`src/rtl/gpu_host_pkg.sv`:
```
// Shared definitions for gpu_host_sequencer: command op encoding, FSM states,
// run status word layout, timeout limit and the reserved-op answer.
package gpu_host_pkg;

    typedef enum logic [2:0] {
        OP_WRITE_INST = 3'd0,
        OP_WRITE_DATA = 3'd1,
        OP_READ_INST  = 3'd2,
        OP_READ_DATA  = 3'd3,
        OP_RUN        = 3'd4
    } cmd_op_t;

    typedef enum logic [2:0] {
        ST_IDLE,
        ST_WRITE,
        ST_READ_ADDR,
        ST_READ_WAIT,
        ST_RESP,
        ST_RUNNING
    } state_t;

    localparam int STATUS_HALTED_BIT    = 0;
    localparam int STATUS_EXCEPTION_BIT = 1;
    localparam int STATUS_ABORTED_BIT   = 2;
    localparam int STATUS_TIMEOUT_BIT   = 3;
    localparam int STATUS_COUNT_LSB     = 4;

    localparam logic [31:0] TIMEOUT_CYCLES  = 32'd1 << 20;
    localparam logic [31:0] RESERVED_OP_RSP = 32'hdeadbeef;

    // Count field is only 28 bits wide, so larger counts saturate to all ones.
    function automatic logic [31:0] pack_status(
        input logic        halted,
        input logic        exception,
        input logic        aborted,
        input logic        timeout,
        input logic [31:0] count
    );
        logic [31:0] s;
        s = '0;
        s[STATUS_HALTED_BIT]    = halted;
        s[STATUS_EXCEPTION_BIT] = exception;
        s[STATUS_ABORTED_BIT]   = aborted;
        s[STATUS_TIMEOUT_BIT]   = timeout;
        s[31:STATUS_COUNT_LSB]  = (|count[31:28]) ? 28'hfff_ffff : count[27:0];
        return s;
    endfunction

endpackage

```
`src/rtl/gpu_host_sequencer.sv`:
```
// Host-side sequencer: loads/reads GPU instruction and data RAMs and runs the GPU.
// Optional: define GPU_HOST_TIMEOUT_EN to end runs after TIMEOUT_CYCLES cycles.
module gpu_host_sequencer
    import gpu_host_pkg::*;
#(
    parameter int WORD_WIDTH      = 32,
    parameter int ADDRESS_WIDTH   = 16,
    parameter int RUN_MASK_CYCLES = 2
) (
    input  logic                     clock,
    input  logic                     reset_n,
    input  logic                     cmd_valid,
    output logic                     cmd_ready,
    input  logic [2:0]               cmd_op,
    input  logic [ADDRESS_WIDTH-1:0] cmd_addr,
    input  logic [WORD_WIDTH-1:0]    cmd_data,
    input  logic                     abort,
    output logic                     rsp_valid,
    input  logic                     rsp_ready,
    output logic [WORD_WIDTH-1:0]    rsp_data,
    output logic                     gpu_run,
    input  logic                     gpu_halted,
    input  logic                     gpu_exception,
    output logic                     gpu_inst_we,
    output logic                     gpu_data_we,
    output logic [ADDRESS_WIDTH-1:0] gpu_inst_addr,
    output logic [ADDRESS_WIDTH-1:0] gpu_data_addr,
    output logic [WORD_WIDTH-1:0]    gpu_inst_wdata,
    output logic [WORD_WIDTH-1:0]    gpu_data_wdata,
    input  logic [WORD_WIDTH-1:0]    gpu_inst_rdata,
    input  logic [WORD_WIDTH-1:0]    gpu_data_rdata
);

    state_t      state;
    logic        read_data_sel;
    logic [31:0] cycle_count;

    logic [31:0] count_inc;
    logic        unmasked;
    logic        halt_hit;
    logic        exc_hit;
    logic        timeout_hit;
    logic        run_exit;
    logic [31:0] status_word;

    // count_inc is the number of RUNNING cycles completed at the current edge.
    assign count_inc = (cycle_count == 32'hffff_ffff) ? cycle_count : cycle_count + 32'd1;
    assign unmasked  = (cycle_count >= 32'(RUN_MASK_CYCLES));
    assign halt_hit  = unmasked & gpu_halted;
    assign exc_hit   = unmasked & gpu_exception;
`ifdef GPU_HOST_TIMEOUT_EN
    assign timeout_hit = (count_inc == TIMEOUT_CYCLES);
`else
    assign timeout_hit = 1'b0;
`endif
    assign run_exit    = abort | halt_hit | exc_hit | timeout_hit;
    assign status_word = pack_status(halt_hit, exc_hit, abort, timeout_hit, count_inc);

    // NOTE: every register here uses <= so all next-state values come from the
    // pre-edge state; a blocking = would let later lines see half-updated values.
    always_ff @(posedge clock or negedge reset_n) begin
        if (!reset_n) begin
            state          <= ST_IDLE;
            cmd_ready      <= 1'b0;
            rsp_valid      <= 1'b0;
            rsp_data       <= '0;
            gpu_run        <= 1'b0;
            gpu_inst_we    <= 1'b0;
            gpu_data_we    <= 1'b0;
            gpu_inst_addr  <= '0;
            gpu_data_addr  <= '0;
            gpu_inst_wdata <= '0;
            gpu_data_wdata <= '0;
            read_data_sel  <= 1'b0;
            cycle_count    <= '0;
        end else begin
            case (state)
                ST_IDLE: begin
                    if (cmd_valid && cmd_ready) begin
                        cmd_ready <= 1'b0;
                        case (cmd_op)
                            OP_WRITE_INST: begin
                                state          <= ST_WRITE;
                                gpu_inst_we    <= 1'b1;
                                gpu_inst_addr  <= cmd_addr;
                                gpu_inst_wdata <= cmd_data;
                            end
                            OP_WRITE_DATA: begin
                                state          <= ST_WRITE;
                                gpu_data_we    <= 1'b1;
                                gpu_data_addr  <= cmd_addr;
                                gpu_data_wdata <= cmd_data;
                            end
                            OP_READ_INST: begin
                                state         <= ST_READ_ADDR;
                                gpu_inst_addr <= cmd_addr;
                                read_data_sel <= 1'b0;
                            end
                            OP_READ_DATA: begin
                                state         <= ST_READ_ADDR;
                                gpu_data_addr <= cmd_addr;
                                read_data_sel <= 1'b1;
                            end
                            OP_RUN: begin
                                state       <= ST_RUNNING;
                                gpu_run     <= 1'b1;
                                cycle_count <= '0;
                            end
                            default: begin
                                state     <= ST_RESP;
                                rsp_valid <= 1'b1;
                                rsp_data  <= WORD_WIDTH'(RESERVED_OP_RSP);
                            end
                        endcase
                    end else begin
                        // Registered so it stays low for the first edge after reset.
                        cmd_ready <= 1'b1;
                    end
                end
                ST_WRITE: begin
                    state          <= ST_IDLE;
                    cmd_ready      <= 1'b1;
                    gpu_inst_we    <= 1'b0;
                    gpu_data_we    <= 1'b0;
                    gpu_inst_addr  <= '0;
                    gpu_data_addr  <= '0;
                    gpu_inst_wdata <= '0;
                    gpu_data_wdata <= '0;
                end
                ST_READ_ADDR: begin
                    state <= ST_READ_WAIT;
                end
                ST_READ_WAIT: begin
                    state         <= ST_RESP;
                    rsp_valid     <= 1'b1;
                    rsp_data      <= read_data_sel ? gpu_data_rdata : gpu_inst_rdata;
                    gpu_inst_addr <= '0;
                    gpu_data_addr <= '0;
                end
                ST_RESP: begin
                    if (rsp_ready) begin
                        state     <= ST_IDLE;
                        cmd_ready <= 1'b1;
                        rsp_valid <= 1'b0;
                        rsp_data  <= '0;
                    end
                end
                ST_RUNNING: begin
                    cycle_count <= count_inc;
                    if (run_exit) begin
                        state     <= ST_RESP;
                        gpu_run   <= 1'b0;
                        rsp_valid <= 1'b1;
                        rsp_data  <= WORD_WIDTH'(status_word);
                    end
                end
                default: begin
                    state     <= ST_IDLE;
                    cmd_ready <= 1'b0;
                    rsp_valid <= 1'b0;
                    gpu_run   <= 1'b0;
                end
            endcase
        end
    end

endmodule

```
`config.mk`:
```
export PLATFORM = sky130hd
export DESIGN_NAME = gpu_host_sequencer
export DESIGN_NICKNAME = d
export VERILOG_FILES = /design/src/rtl/gpu_host_pkg.sv /design/src/rtl/gpu_host_sequencer.sv
export SDC_FILE = /design/constraint.sdc
export NUM_CORES = 1
export LEC_CHECK = 0
export BUFFER_PORTS_ARGS = -buffer_cell sky130_fd_sc_hd__buf_2
export CORE_UTILIZATION = 37
export CTS_CLUSTER_DIAMETER = 30
export DETAILED_ROUTE_END_ITERATION = 8
export SYNTH_ARGS = -nofsm -noshare
export SYNTH_HDL_FRONTEND = slang
export SYNTH_SLANG_ARGS = --single-unit
```
`constraint.sdc`:
```
create_clock -name clock -period 5.9 [get_ports clock]
set_input_delay 0.295 -clock clock [delete_from_list [all_inputs] [get_ports clock]]
set_output_delay 0.295 -clock clock [all_outputs]
set_load 0.02 [all_outputs]
```
# After elaboration in Yosys (flattened, before gate mapping)
# Cells that the tools add are included.
# word_totals
inputBits	122
out_inout_bits	133
ff_bits	169
word_cells	117
# op_classes
bitwise	7
addsub	1
n_mux	47
magnitude_cmp	1
n_eq_ne	19
n_reduce_logical	29
# op_table
op	n
two-way mux 32 bit	12
case mux 32 bit (2 select lines)	3
case mux 32 bit (4 select lines)	1
two-way mux 16 bit	4
case mux 16 bit (2 select lines)	2
adder 32 x 1 -> 32 bit, second input constant	1
== test 32 bit, second input constant	1
>= comparator 32 x 2 -> 1 bit, second input constant	1
two-way mux 28 bit	1
AND reduction 3 bit	7
case mux 3 bit (5 select lines)	1
two-way mux 1 bit	13
== test 3 x 2 -> 1 bit, second input constant	4
inequality test 2 bit, second input constant	6
OR reduction 2 bit	6
AND reduction 5 bit	2
== test 3 bit, second input constant	3
two-way mux 3 bit	3
case mux 3 bit (3 select lines)	1
nonzero test 2 bit	4
OR reduction 4 bit	2
== test 3 x 1 -> 1 bit, second input constant	2
zero test 3 bit	2
inequality test 2 x 1 -> 1 bit, second input constant	3
other kinds (13)	19

# Depth between registers and ports, before layout
# depth
word_depth	6
ltp_mapped	10
mapped_depth_nobuf	8

# Least setup slack after synthesis
# Ideal clock, no wire load.
# synth_path
path_type	flip-flop to flip-flop
from	register cycle_count[1]
to	register rsp_data[16]
n_path_buf	1
arrival_ns	2.242
setup_slack_ns	3.517
setup_ns	0.141
synth_period_minus_slack_ns	2.383
stages_incl_launch_ff	9
required_ns	5.759
cell_sequence	dfrtp_1 ha_1 and4_1 nand4_2 nor4b_2 xor2_1 o31ai_4 buf_6 a31oi_1
# synth_between
elab_chain_cells	6
word_cells_on_any_way	14
cone_classes	add/sub: 1; order compare: 1; eq/ne: 2; mux: 4; bitwise: 4; reduce/logical: 2
# synth_rtl
element	line	rtl
start: declaration	gpu_host_sequencer.sv:36	logic [31:0] cycle_count;
start signal: assignment	gpu_host_sequencer.sv:149	cycle_count <= count_inc;
adder 32 x 1 -> 32 bit, or another cell as far along	gpu_host_sequencer.sv:47	assign count_inc = (cycle_count == 32'hffff_ffff) ? cycle_count : cycle_count + 32'd1;
two-way mux 32 bit / AND 1 bit (equally long branches)	gpu_host_sequencer.sv:47, gpu_host_sequencer.sv:49	
OR reduction 4 bit / bitwise OR 1 bit (equally long branches)	gpu_host_pkg.sv:45, gpu_host_sequencer.sv:56	
two-way mux 28 bit / bitwise OR 1 bit (equally long branches)	gpu_host_pkg.sv:45, gpu_host_sequencer.sv:56	
two-way mux 32 bit / inequality test 2 bit (equally long branches)	--	
case mux 32 bit (4 select lines) / AND reduction 5 bit (equally long branches)	--	
end signal: assignment	gpu_host_sequencer.sv:112	rsp_data <= WORD_WIDTH'(RESERVED_OP_RSP);
end signal: assignment	gpu_host_sequencer.sv:136	rsp_data <= read_data_sel ? gpu_data_rdata : gpu_inst_rdata;
end signal: assignment	gpu_host_sequencer.sv:154	rsp_data <= WORD_WIDTH'(status_word);
end: declaration	gpu_host_sequencer.sv:20	output logic [WORD_WIDTH-1:0] rsp_data,
# Parallel ways exist; a longest one is shown, timed or not. The select of a mux whose other input is x is not followed.
# A chain may end at the register's enable or synchronous reset.

# Final worst setup path
# layout_path
from	register cycle_count[1]
to	register rsp_data[30]
# The elaborated chain is that of the path after synthesis.

==> flow_metrics.tcl <==
set metrics [dict create \
    status "finished clean" \
    yosysSeqAreaShare_pct 49.6 \
    holdWs_ns 0.0898 \
    grt_usage_pct 22.3 \
    r2r_end "rsp_data[30]" \
    nFillCells 2188 \
    synth_area_leader_cell "dfrtp_1" \
    crit_arrival_ns 3.83 \
    insertion_delay_ns 0.43 \
    grt_pass1_vias 7348 \
    relSlewSlack_pct 22.5 \
    cts_buffers 17 \
    p_per_area_mw_per_mm2 547 \
    drive_gt1_share_pct 30.0 \
    synthToLayoutAreaGrowth_pct 24.1 \
    die_x_microns 154 \
    layout_setup_ws_ns 2.34 \
    worstSetupEndpointType "register" \
    yosysWarnings 0 \
    reg2reg_depth 7 \
    clk_pin_slew_worst_paths_ns 0.08 \
    crit_family "simple AND/OR/NAND/NOR gates" \
    cts_buffer_depth 2 \
    path_buf_inv 0 \
    cts.repair.resized 0 \
    netlist_area_sq_mm 0.00853 \
    fin_crit_ns 3.56 \
    grt_max_degree 84 \
    rr_startpoint "cycle_count[1]" \
    wire_per_inst_microns 18.6 \
    muxShareOfSynthArea_pct 4.34 \
    synth_xor_area_share_pct 2.24 \
    yosysUniqueCellTypes 69 \
    cp.required_ns 6.17 \
    power.leakage_nw 5.14 \
    die_area_sq_mm 0.0237 \
    firstDrtPassIters 6 \
    yosys.area_share.adder_pct 0.293 \
    async_flop_share_pct 100 \
    cts_tree "built" \
    setup_viol 0 \
    finalMaxSlewViolations 0 \
    crit_slowest_cell "o31ai_4" \
    h-tree-depth 4 \
    ir_worst_vdd_uv 263 \
    synth-simple-area-share_pct 14.6 \
    path_cells "ha_1 -> and4_1 -> nand4_2 -> nor4b_2 -> xor2_1 -> o31ai_4 -> a31oi_1" \
    drt_iter0_markers 528 \
    drt_wl_total_microns 25900 \
    synth_top_area_share_pct 49.6 \
    portBuffers 254 \
    tightestPinTransition_ns 1.16 \
    vias 7625 \
    synth_edf_count 0 \
    synth_cells 871 \
    crit_path_start_kind "register" \
    initial_core_util_pct 37.7 \
    r2r_slack_ns 2.34 \
    criticalPathCategory "register to register" \
    drc_errors 0 \
    skew_ns 0.0104 \
    antenna_found_initial 5 \
    dpl_worst_slack_ns 2.42 \
    io_pins 255 \
    fmax_mhz 281 \
    max_cap_viol_count 0 \
    final_hold_viol_count 0 \
    final_nets 1211 \
    place.gp.congestion 0.921 \
    fin_setup_tns_ns 0 \
    hold_class "primary input to register" \
    cts.sinks 169 \
    die_y_microns 154 \
    grt_pass1_wl_microns 41200 \
    critPathMaxFanout 19 \
    syn-num-nets 995 \
    rsz0062_at_grt "no" \
    syn_area_per_cell_sq_um 9.79 \
    antenna_left 0 \
    core_area_sq_mm 0.0226 \
    hpwl_microns 18200 \
    post-route-period-util_pct 60.3 \
    viasPerCell 5.50 \
    synth_top_family_by_area "compound AO/OA/AOI/OAI gates" \
    hold_path_end "gpu_inst_wdata[8]" \
    synth_compound_area_share_pct 24.4 \
    clockRootBuffer "clkbuf_16" \
    overflow 0 \
    synth_ff_type "dfrtp_1" \
    hold_depth 2 \
    hold_start "cmd_data[8]" \
    ys_ff_latch 169 \
    num_rows 55 \
    slowest_delay_ns 0.75 \
    synth_area_leaders "dfrtp_1, a22o_1, o21ai_0" \
]
==> registers in the layout, summed over array words and instances, names as in the netlist <==
signal	cells
cmd_ready	1
cycle_count	32
gpu_data_addr	16
gpu_data_wdata	32
gpu_data_we	1
gpu_inst_addr	16
gpu_inst_wdata	32
gpu_inst_we	1
gpu_run	1
read_data_sel	1
rsp_data	32
rsp_valid	1
state	3
==> synth_stat cells (16+ instances only) <==
master      n
nor2_1     79
a22o_1     65
dfrtp_1   169
o31ai_1    22
a21oi_1    47
a31oi_1    25
mux2i_1    28
clkbuf_1   43
nand2_1    80
inv_1      16
o21ai_0    79
nand3_1    20
buf_2      19
==> worst max path at each step <==
stage	start	to	cells after the start
2_1_floorplan	cycle_count[1]	rsp_data[16]	8
3_3_place_gp	cycle_count[1]	rsp_data[21]	7
3_5_place_dp	cycle_count[1]	rsp_data[30]	7
4_1_cts	cycle_count[1]	rsp_data[30]	7
5_1_grt	cycle_count[1]	rsp_data[31]	7
6_report	cycle_count[1]	rsp_data[30]	7
==> layout by cell type (no fill, tap or decap), drive strengths merged, types with 17 or more instances in the layout <==
master / n
nand2: 80
dfrtp: 169
o21ai: 81
a31oi: 26
a21oi: 47
o31ai: 23
nor2: 79
buf: 268
inv: 22
mux2i: 28
a22o: 65
clkbuf: 17
nand3: 21
==> metrics by stage <==
stage | utilization, % | instances | area (sq um) | power (mW)
global placement | 44.1 | 1352 | 9980 | 4.69
global route | 46.8 | 1386 | 10600 | 6.17
CTS | 46.7 | 1384 | 10600 | 5.83
floorplan | - | 871 | 8530 | 3.80
finish | 46.8 | 1387 | 10600 | 5.79
detailed placement | 44.1 | 1352 | 9980 | 4.71
==> where the power goes <==
part / internal [mW] / total, mW / switching [mW]
sequential: 1.68 / 2.11 / 0.429
combinational: 0.951 / 2.58 / 1.63
clock: 0.565 / 1.10 / 0.534
total: 3.20 / 5.79 / 2.60
==> metal layers <==
metal  wire, microns  GRT usage, %  part of all wire, %  vias up
met5              23             0                0.089        -
met4             511          7.38                  2.0        4
met3            1910          5.98                  7.4       35
met2           11700          34.0                   45      296
met1           11800          30.6                   45     3624
li1                -             -                    -     3666
==> layout make-up <==
type	count	area [sq um]	area share, %
diodes	3	7.51	0.0709
repair buffers	269	1390	13.2
multi-input cells	612	3950	37.3
inverters	18	67.6	0.638
well taps	285	357	3.37
clock buffers	17	425	4.02
flip-flops and latches	169	4230	40.0
clock inverters	14	160	1.51
==> cell families (layout without fill, tap and decap cells) <==
group,count (synthesis),after routing
AO/OA/AOI/OAI,303,303
AND/OR/NAND/NOR,250,250
flip-flops,169,169
buffers and inverters,90,318
multiplexers,36,36
XOR/XNOR,21,21
adder cells (fa/ha/maj),2,2
other,0,3
==> what timing repair did <==
action	in CTS	in global routing
setup endpoints to repair	0	0
hold buffers	1	0
setup buffers	0	0
hold endpoints to repair	81	0
Note: power is estimated with default switching activity, not from simulation.
